**config.mk**
```make
export PLATFORM = sky130hd
export DESIGN_NAME = interp_tile_seq
export DESIGN_NICKNAME = d
export VERILOG_FILES = /design/src/rtl/pvr_pkg.sv /design/src/rtl/seq_ctr.sv /design/src/rtl/interp_tile_seq.sv
export SDC_FILE = /design/constraint.sdc
export NUM_CORES = 1
export LEC_CHECK = 0
export ABC_AREA = 0
export CAP_MARGIN = 15
export CORE_AREA = 2 2 86 88
export CTS_BUF_LIST = sky130_fd_sc_hd__clkbuf_8
export CTS_CLUSTER_DIAMETER = 80
export DETAILED_ROUTE_END_ITERATION = 7
export DIE_AREA = 0 0 88 90
export GPL_TIMING_DRIVEN = 0
export PLACE_DENSITY = 0.8
export SYNTH_ARGS = -nofsm -noshare
export SYNTH_HDL_FRONTEND = slang
export SYNTH_SLANG_ARGS = --single-unit
export TNS_END_PERCENT = 1
```
**constraint.sdc**
```tcl
create_clock -name clock -period 3.6 [get_ports clock]
set_clock_uncertainty 0.05 [all_clocks]
set_input_delay 0.9 -clock clock [delete_from_list [all_inputs] [get_ports clock]]
set_output_delay 0.9 -clock clock [all_outputs]
set_load 0.01 [all_outputs]
```
**src/rtl/pvr_pkg.sv**
```systemverilog
// Shared definitions for the PVR plane-interpolator tile sequencer.
package pvr_pkg;

    localparam int COORD_W          = 11;
    localparam int TILE_W_DEF       = 32;
    localparam int TILE_H_DEF       = 32;
    localparam int SETUP_CYCLES_DEF = 4;

    typedef enum logic [1:0] {
        ST_IDLE,
        ST_SETUP,
        ST_SCAN
    } state_e;

endpackage

```
**src/rtl/seq_ctr.sv**
```systemverilog
// Loadable down-counter with a zero flag; times the per-row setup window.
module seq_ctr #(
    parameter int W = 3
) (
    input  logic         clock,
    input  logic         reset,
    input  logic         load_i,
    input  logic [W-1:0] load_val_i,
    input  logic         dec_i,
    output logic         zero_o
);

    logic [W-1:0] cnt_q;
    logic [W-1:0] cnt_d;

    // Load wins over decrement; the count parks at zero instead of wrapping.
    always_comb begin
        cnt_d = cnt_q;
        if (load_i) begin
            cnt_d = load_val_i;
        end else if (dec_i && (cnt_q != '0)) begin
            cnt_d = cnt_q - W'(1);
        end
    end

    // NOTE: sequential state uses non-blocking assignments so every register
    // samples the pre-edge values, independent of process ordering.
    always_ff @(posedge clock or posedge reset) begin
        if (reset) begin
            cnt_q <= '0;
        end else begin
            cnt_q <= cnt_d;
        end
    end

    assign zero_o = (cnt_q == '0);

endmodule

```
**src/rtl/interp_tile_seq.sv**
```systemverilog
// Tile scan sequencer: per-row setup strobe, then a valid/ready pixel sweep
// driving the shared setup/x_ps/y_ps inputs of the plane-interpolator bank.
module interp_tile_seq #(
    parameter int TILE_W       = pvr_pkg::TILE_W_DEF,
    parameter int TILE_H       = pvr_pkg::TILE_H_DEF,
    parameter int SETUP_CYCLES = pvr_pkg::SETUP_CYCLES_DEF,
    parameter int COORD_W      = pvr_pkg::COORD_W
) (
    input  logic                      clock,
    input  logic                      reset,
    input  logic                      job_valid,
    output logic                      job_ready,
    input  logic [COORD_W-1:0]        tile_x,
    input  logic [COORD_W-1:0]        tile_y,
    input  logic                      abort,
    output logic                      setup,
    output logic [COORD_W-1:0]        x_ps,
    output logic [COORD_W-1:0]        y_ps,
    output logic                      pix_valid,
    input  logic                      pix_ready,
    output logic [$clog2(TILE_W)-1:0] pix_col,
    output logic [$clog2(TILE_H)-1:0] pix_row,
    output logic                      pix_last,
    output logic                      done
);

    import pvr_pkg::*;

    localparam int CW = $clog2(TILE_W);
    localparam int RW = $clog2(TILE_H);
    localparam int SW = $clog2(SETUP_CYCLES + 1);

    localparam logic [CW-1:0] COL_LAST   = CW'(TILE_W - 1);
    localparam logic [RW-1:0] ROW_LAST   = RW'(TILE_H - 1);
    localparam logic [SW-1:0] SCNT_RELOAD = SW'(SETUP_CYCLES - 1);

    state_e               state_q, state_d;
    logic [COORD_W-1:0]   base_x_q, base_x_d;
    logic [COORD_W-1:0]   base_y_q, base_y_d;
    logic [COORD_W-1:0]   x_ps_q, x_ps_d;
    logic [COORD_W-1:0]   y_ps_q, y_ps_d;
    logic [CW-1:0]        col_q, col_d;
    logic [RW-1:0]        row_q, row_d;
    logic                 setup_q, setup_d;
    logic                 pix_valid_q, pix_valid_d;
    logic                 done_q, done_d;

    logic                 scnt_load;
    logic                 scnt_dec;
    logic                 scnt_zero;
    logic                 accept;
    logic                 xfer;

    seq_ctr #(
        .W (SW)
    ) u_setup_timer (
        .clock      (clock),
        .reset      (reset),
        .load_i     (scnt_load),
        .load_val_i (SCNT_RELOAD),
        .dec_i      (scnt_dec),
        .zero_o     (scnt_zero)
    );

    assign job_ready = (state_q == ST_IDLE) & ~abort;
    assign accept    = job_valid & job_ready;
    assign xfer      = pix_valid_q & pix_ready;

    // NOTE: every signal written here gets a default first, so no path through
    // the case leaves one unassigned and no latch is inferred.
    always_comb begin
        state_d     = state_q;
        base_x_d    = base_x_q;
        base_y_d    = base_y_q;
        x_ps_d      = x_ps_q;
        y_ps_d      = y_ps_q;
        col_d       = col_q;
        row_d       = row_q;
        setup_d     = setup_q;
        pix_valid_d = pix_valid_q;
        done_d      = 1'b0;
        scnt_load   = 1'b0;
        scnt_dec    = 1'b0;

        unique case (state_q)
            ST_IDLE: begin
                if (accept) begin
                    state_d   = ST_SETUP;
                    base_x_d  = tile_x;
                    base_y_d  = tile_y;
                    x_ps_d    = tile_x;
                    y_ps_d    = tile_y;
                    col_d     = '0;
                    row_d     = '0;
                    setup_d   = 1'b1;
                    scnt_load = 1'b1;
                end
            end

            ST_SETUP: begin
                scnt_dec = 1'b1;
                if (scnt_zero) begin
                    state_d     = ST_SCAN;
                    setup_d     = 1'b0;
                    pix_valid_d = 1'b1;
                    col_d       = '0;
                    x_ps_d      = base_x_q;
                end
            end

            ST_SCAN: begin
                if (xfer) begin
                    if (col_q != COL_LAST) begin
                        col_d  = col_q + CW'(1);
                        x_ps_d = base_x_q + COORD_W'(col_d);
                    end else if (row_q != ROW_LAST) begin
                        // Next row: the interpolator must relatch its row term.
                        state_d     = ST_SETUP;
                        row_d       = row_q + RW'(1);
                        col_d       = '0;
                        setup_d     = 1'b1;
                        pix_valid_d = 1'b0;
                        scnt_load   = 1'b1;
                        x_ps_d      = base_x_q;
                        y_ps_d      = base_y_q + COORD_W'(row_d);
                    end else begin
                        state_d     = ST_IDLE;
                        pix_valid_d = 1'b0;
                        done_d      = 1'b1;
                    end
                end
            end

            default: state_d = ST_IDLE;
        endcase

        // Abort overrides everything, including a coincident final transfer.
        if (abort) begin
            state_d     = ST_IDLE;
            setup_d     = 1'b0;
            pix_valid_d = 1'b0;
            done_d      = 1'b0;
        end
    end

    always_ff @(posedge clock or posedge reset) begin
        if (reset) begin
            state_q     <= ST_IDLE;
            base_x_q    <= '0;
            base_y_q    <= '0;
            x_ps_q      <= '0;
            y_ps_q      <= '0;
            col_q       <= '0;
            row_q       <= '0;
            setup_q     <= 1'b0;
            pix_valid_q <= 1'b0;
            done_q      <= 1'b0;
        end else begin
            state_q     <= state_d;
            base_x_q    <= base_x_d;
            base_y_q    <= base_y_d;
            x_ps_q      <= x_ps_d;
            y_ps_q      <= y_ps_d;
            col_q       <= col_d;
            row_q       <= row_d;
            setup_q     <= setup_d;
            pix_valid_q <= pix_valid_d;
            done_q      <= done_d;
        end
    end

    assign setup     = setup_q;
    assign x_ps      = x_ps_q;
    assign y_ps      = y_ps_q;
    assign pix_valid = pix_valid_q;
    assign pix_col   = col_q;
    assign pix_row   = row_q;
    assign done      = done_q;
    assign pix_last  = (col_q == COL_LAST) & (row_q == ROW_LAST) & pix_valid_q;

endmodule

```
==> out/metrics.yaml <==
yosys:
  syn-mean-instance-area_um2: 8.72
  yosys_warnings: 0
  synth_seq_area_share_pct: 41.9
  syn_inst: 425
  synth-edff-count: 0
  asyncSetResetFlopFracSynth_pct: 100
  synthFlopType: "sky130_fd_sc_hd__dfrtp_1"
  post_synth_num_cell_types: 56
  synth.net_count: 476
  synth.ff_latch_count: 62
  mappedNetlistArea_um2: 3700
finish:
  filler_cell_count: 606
  antenna_cells_inserted: 0
  seq_area_um2: 1550
  finalInstanceArea_um2: 4710
  drive_gt1_share_pct: 7.33
  final_cell_mix: "sky130_fd_sc_hd__nand2_1 (123), sky130_fd_sc_hd__clkdlybuf4s50_1 (63), sky130_fd_sc_hd__dfrtp_1 (62)"
  layout.cells.most_common: "sky130_fd_sc_hd__nand2_1"
  layout.nets: 551
  area_growth_syn_to_fin_pct: 27.2
  footprint_of_the_multi_input_gates_um2: 2020
drt:
  route.final.wire_length_mm: 9.94
  avgViaCountPerCell: 5.85
  vias_after_detailed_routing: 3535
  route.detailed.drc: 0
  routedWlPerCell_um: 16.4
  remaining_antenna_violation_count: 0
  drt_first_iter_violations: 199
  drt-pass1-iter-count: 4
global_routing:
  grt_pass1_wl_mm: 16.4
  grt_overflow: 0
  grt_antenna_before_repair: 0
  grt_usage_pct: 26.1
  grt_pass1_vias: 3412
  grt_start_max_net_pins: 39
setup_path:
  critical_path.slowest_cell: "sky130_fd_sc_hd__clkdlybuf4s50_1"
  cp_max_fo: 6
  required_ns: 2.65
  timing.critical_path.buf_inv: 1
  timing.critical_path.arrival_ns: 2.36
  crit_path_max_incr_delay_ns: 0.54
  worst_setup_path_start_kind: "flop"
  cp_cell_sequence: "ha_1, and3_1, ha_1, and3_1, clkdlybuf4s50_1"
  worst_setup_path_end_kind: "output pin"
  critical_path_class: "reg2out"
  cpLargestDelayFamily: "adder cells"
pwr:
  p_sw_mw: 1.55
  max-vdd-ir-drop_mv: 0.350
  power_leakage_nw: 2.19
  pwr_density_cell_nw_per_um2: 797
  totalPowerFinal_mw: 3.76
  share_comb_of_total_power_pct: 48.4
  internal_power_mw: 2.21
  p_seq_share_pct: 32.3
  power_frac_clock_pct: 19.3
  netSwitchingFraction_pct: 41.2
timing:
  slew_viol_final: 0
  period_share_pct: 92.1
  fmaxAchievable_ghz: 0.302
  post-route-min-period_ns: 3.31
  fin_ws_ns: 0.285
  setup-violations-final: 0
  report.final.hold_viol_count: 0
  relative_slew_margins_pct: 55.1
  worst_pin_slew_ns: 0.674
  rsz0062_at_grt: "no"
run_status:
  status: "finished clean"
cts:
  cts.hold.buffers_added: 0
  cts_sinks: 62
  tritoncts: "yes"
  clock_pin_slew_of_the_registers_on_the_worst_case_setup_and_hold_paths_ns: 0.07
  clk-insertion-delay-late_ns: 0.35
  htree_levels: 3
  post_cts_buffers: 0
  ctsRootBufferMaster: "sky130_fd_sc_hd__clkbuf_8"
  number_of_clock_buffers_inserted_by_tritoncts: 9
  cts.repair.resized: 0
  clock_tree.buffer_depth: 2
placed_design:
  dpl_worst_slack_ns: 0.463
  placed_area_um2: 4480
  portBuffers: 63
  place.gp.congestion: 0.914
  post-dp-hpwl_mm: 6.95
floorplan:
  die_height_um: 90
  design.core.area_um2: 7020
  floorplan.die_area_um2: 7920
  num_io_pins: 64
  initial_core_util_pct: 52.8
  die-width_um: 88
  rows: 31
worst_hold_path:
  type_of_the_worst_min_delay_path: "reg2reg"
job:
  cap_viol_max_count: 0
[per-stage QoR]
step / instances / util (%) / TNS [ns] / hold slack [ns]
floorplan: 425 / - / 0 / 0.400
global placement: 587 / 63.5 / -0.244 / 0.405
detailed placement: 588 / 63.8 / 0 / 0.408
CTS: 604 / 67.1 / 0 / 0.424
global route: 604 / 67.1 / 0 / 0.456
finish: 604 / 67.1 / 0 / 0.421
[cells by family (layout without fill, tap and decap cells)]
logic type | Yosys count | count (layout) | synth area share (%)
DFF | 62 | 62 | 41.9
muxes | 6 | 6 | 1.69
AOI/OAI and AO/OA | 98 | 98 | 18.2
buffers and inverters | 33 | 113 | 3.61
xor gates and xnor gates | 13 | 13 | 3.07
adders and majority gates | 24 | 24 | 8.51
and+or+nand+nor | 189 | 189 | 23.0
[sequential cells by signal, indices dropped and copies added, names as in the netlist]
name	cells
base_x_q	11
pix_valid	1
pix_row	5
u_setup_timer.cnt_q	3
pix_col	5
state_q	2
y_ps	11
base_y_q	11
x_ps	11
setup	1
done	1
[tightest hold or removal path, delay by kind of cell, from the launching register on]
| family | cells | cell delay, ns |
|---|---|---|
| AND/OR/NAND/NOR | 2 | 0.10 |
| flip-flops | 1 | 0.34 |
[power by group through the flow]
stage	Combinational [mW]	Sequential, mW	Clock (mW)
floorplan	1.10	1.23	0
global placement	1.73	1.20	0
detailed placement	1.79	1.22	0
CTS	1.81	1.21	0.718
global route	2.00	1.25	0.749
finish	1.82	1.21	0.725
[worst paths after layout]
kind,slack (ns),endpoint,cells after the start,from
worst max-delay path,0.29,pix_last,5,pix_row[0]
worst min-delay path,0.42,y_ps[7],2,y_ps[7]
worst max register to register,0.75,x_ps[8],9,pix_col[0]
worst min register to register,0.42,y_ps[7],2,y_ps[7]
max in group asynchronous,2.01,setup,3,reset
min in group asynchronous,0.88,pix_row[3],2,reset
[synth_stat cells, types with 6 or more instances]
cell,n,area share [%]
sky130_fd_sc_hd__nand2_1,123,12
sky130_fd_sc_hd__dfrtp_1,62,42
sky130_fd_sc_hd__o21ai_0,31,4.2
sky130_fd_sc_hd__ha_1,22,7.4
sky130_fd_sc_hd__nor2_1,18,1.8
sky130_fd_sc_hd__inv_1,17,1.7
sky130_fd_sc_hd__a21oi_1,10,1.4
sky130_fd_sc_hd__nand4_1,10,1.7
sky130_fd_sc_hd__buf_2,8,1.1
sky130_fd_sc_hd__clkbuf_1,8,0.81
sky130_fd_sc_hd__o211ai_1,8,1.6
sky130_fd_sc_hd__xor2_1,7,1.7
sky130_fd_sc_hd__a211oi_1,6,1.2
sky130_fd_sc_hd__a21o_1,6,1.2
sky130_fd_sc_hd__nand2b_1,6,1.0
sky130_fd_sc_hd__nand3_1,6,0.81
sky130_fd_sc_hd__xnor2_1,6,1.4
[routing by layer]
metal	track usage, %	wire (µm)
met2	40.1	4750
met1	36.5	4440
met3	3.76	596
met5	0	0
met4	11.2	151
[area by class of cell]
| type | count | area share [%] |
|---|---|---|
| clock inverter | 4 | 1.46 |
| timing repair buffer | 64 | 13.8 |
| tap | 99 | 2.63 |
| buffer | 16 | 1.49 |
| sequential | 62 | 32.9 |
| clock buffer | 12 | 3.50 |
| inverter | 17 | 1.35 |
| multi-input combinational | 330 | 42.8 |
Note: power is estimated with default switching activity, not from simulation.
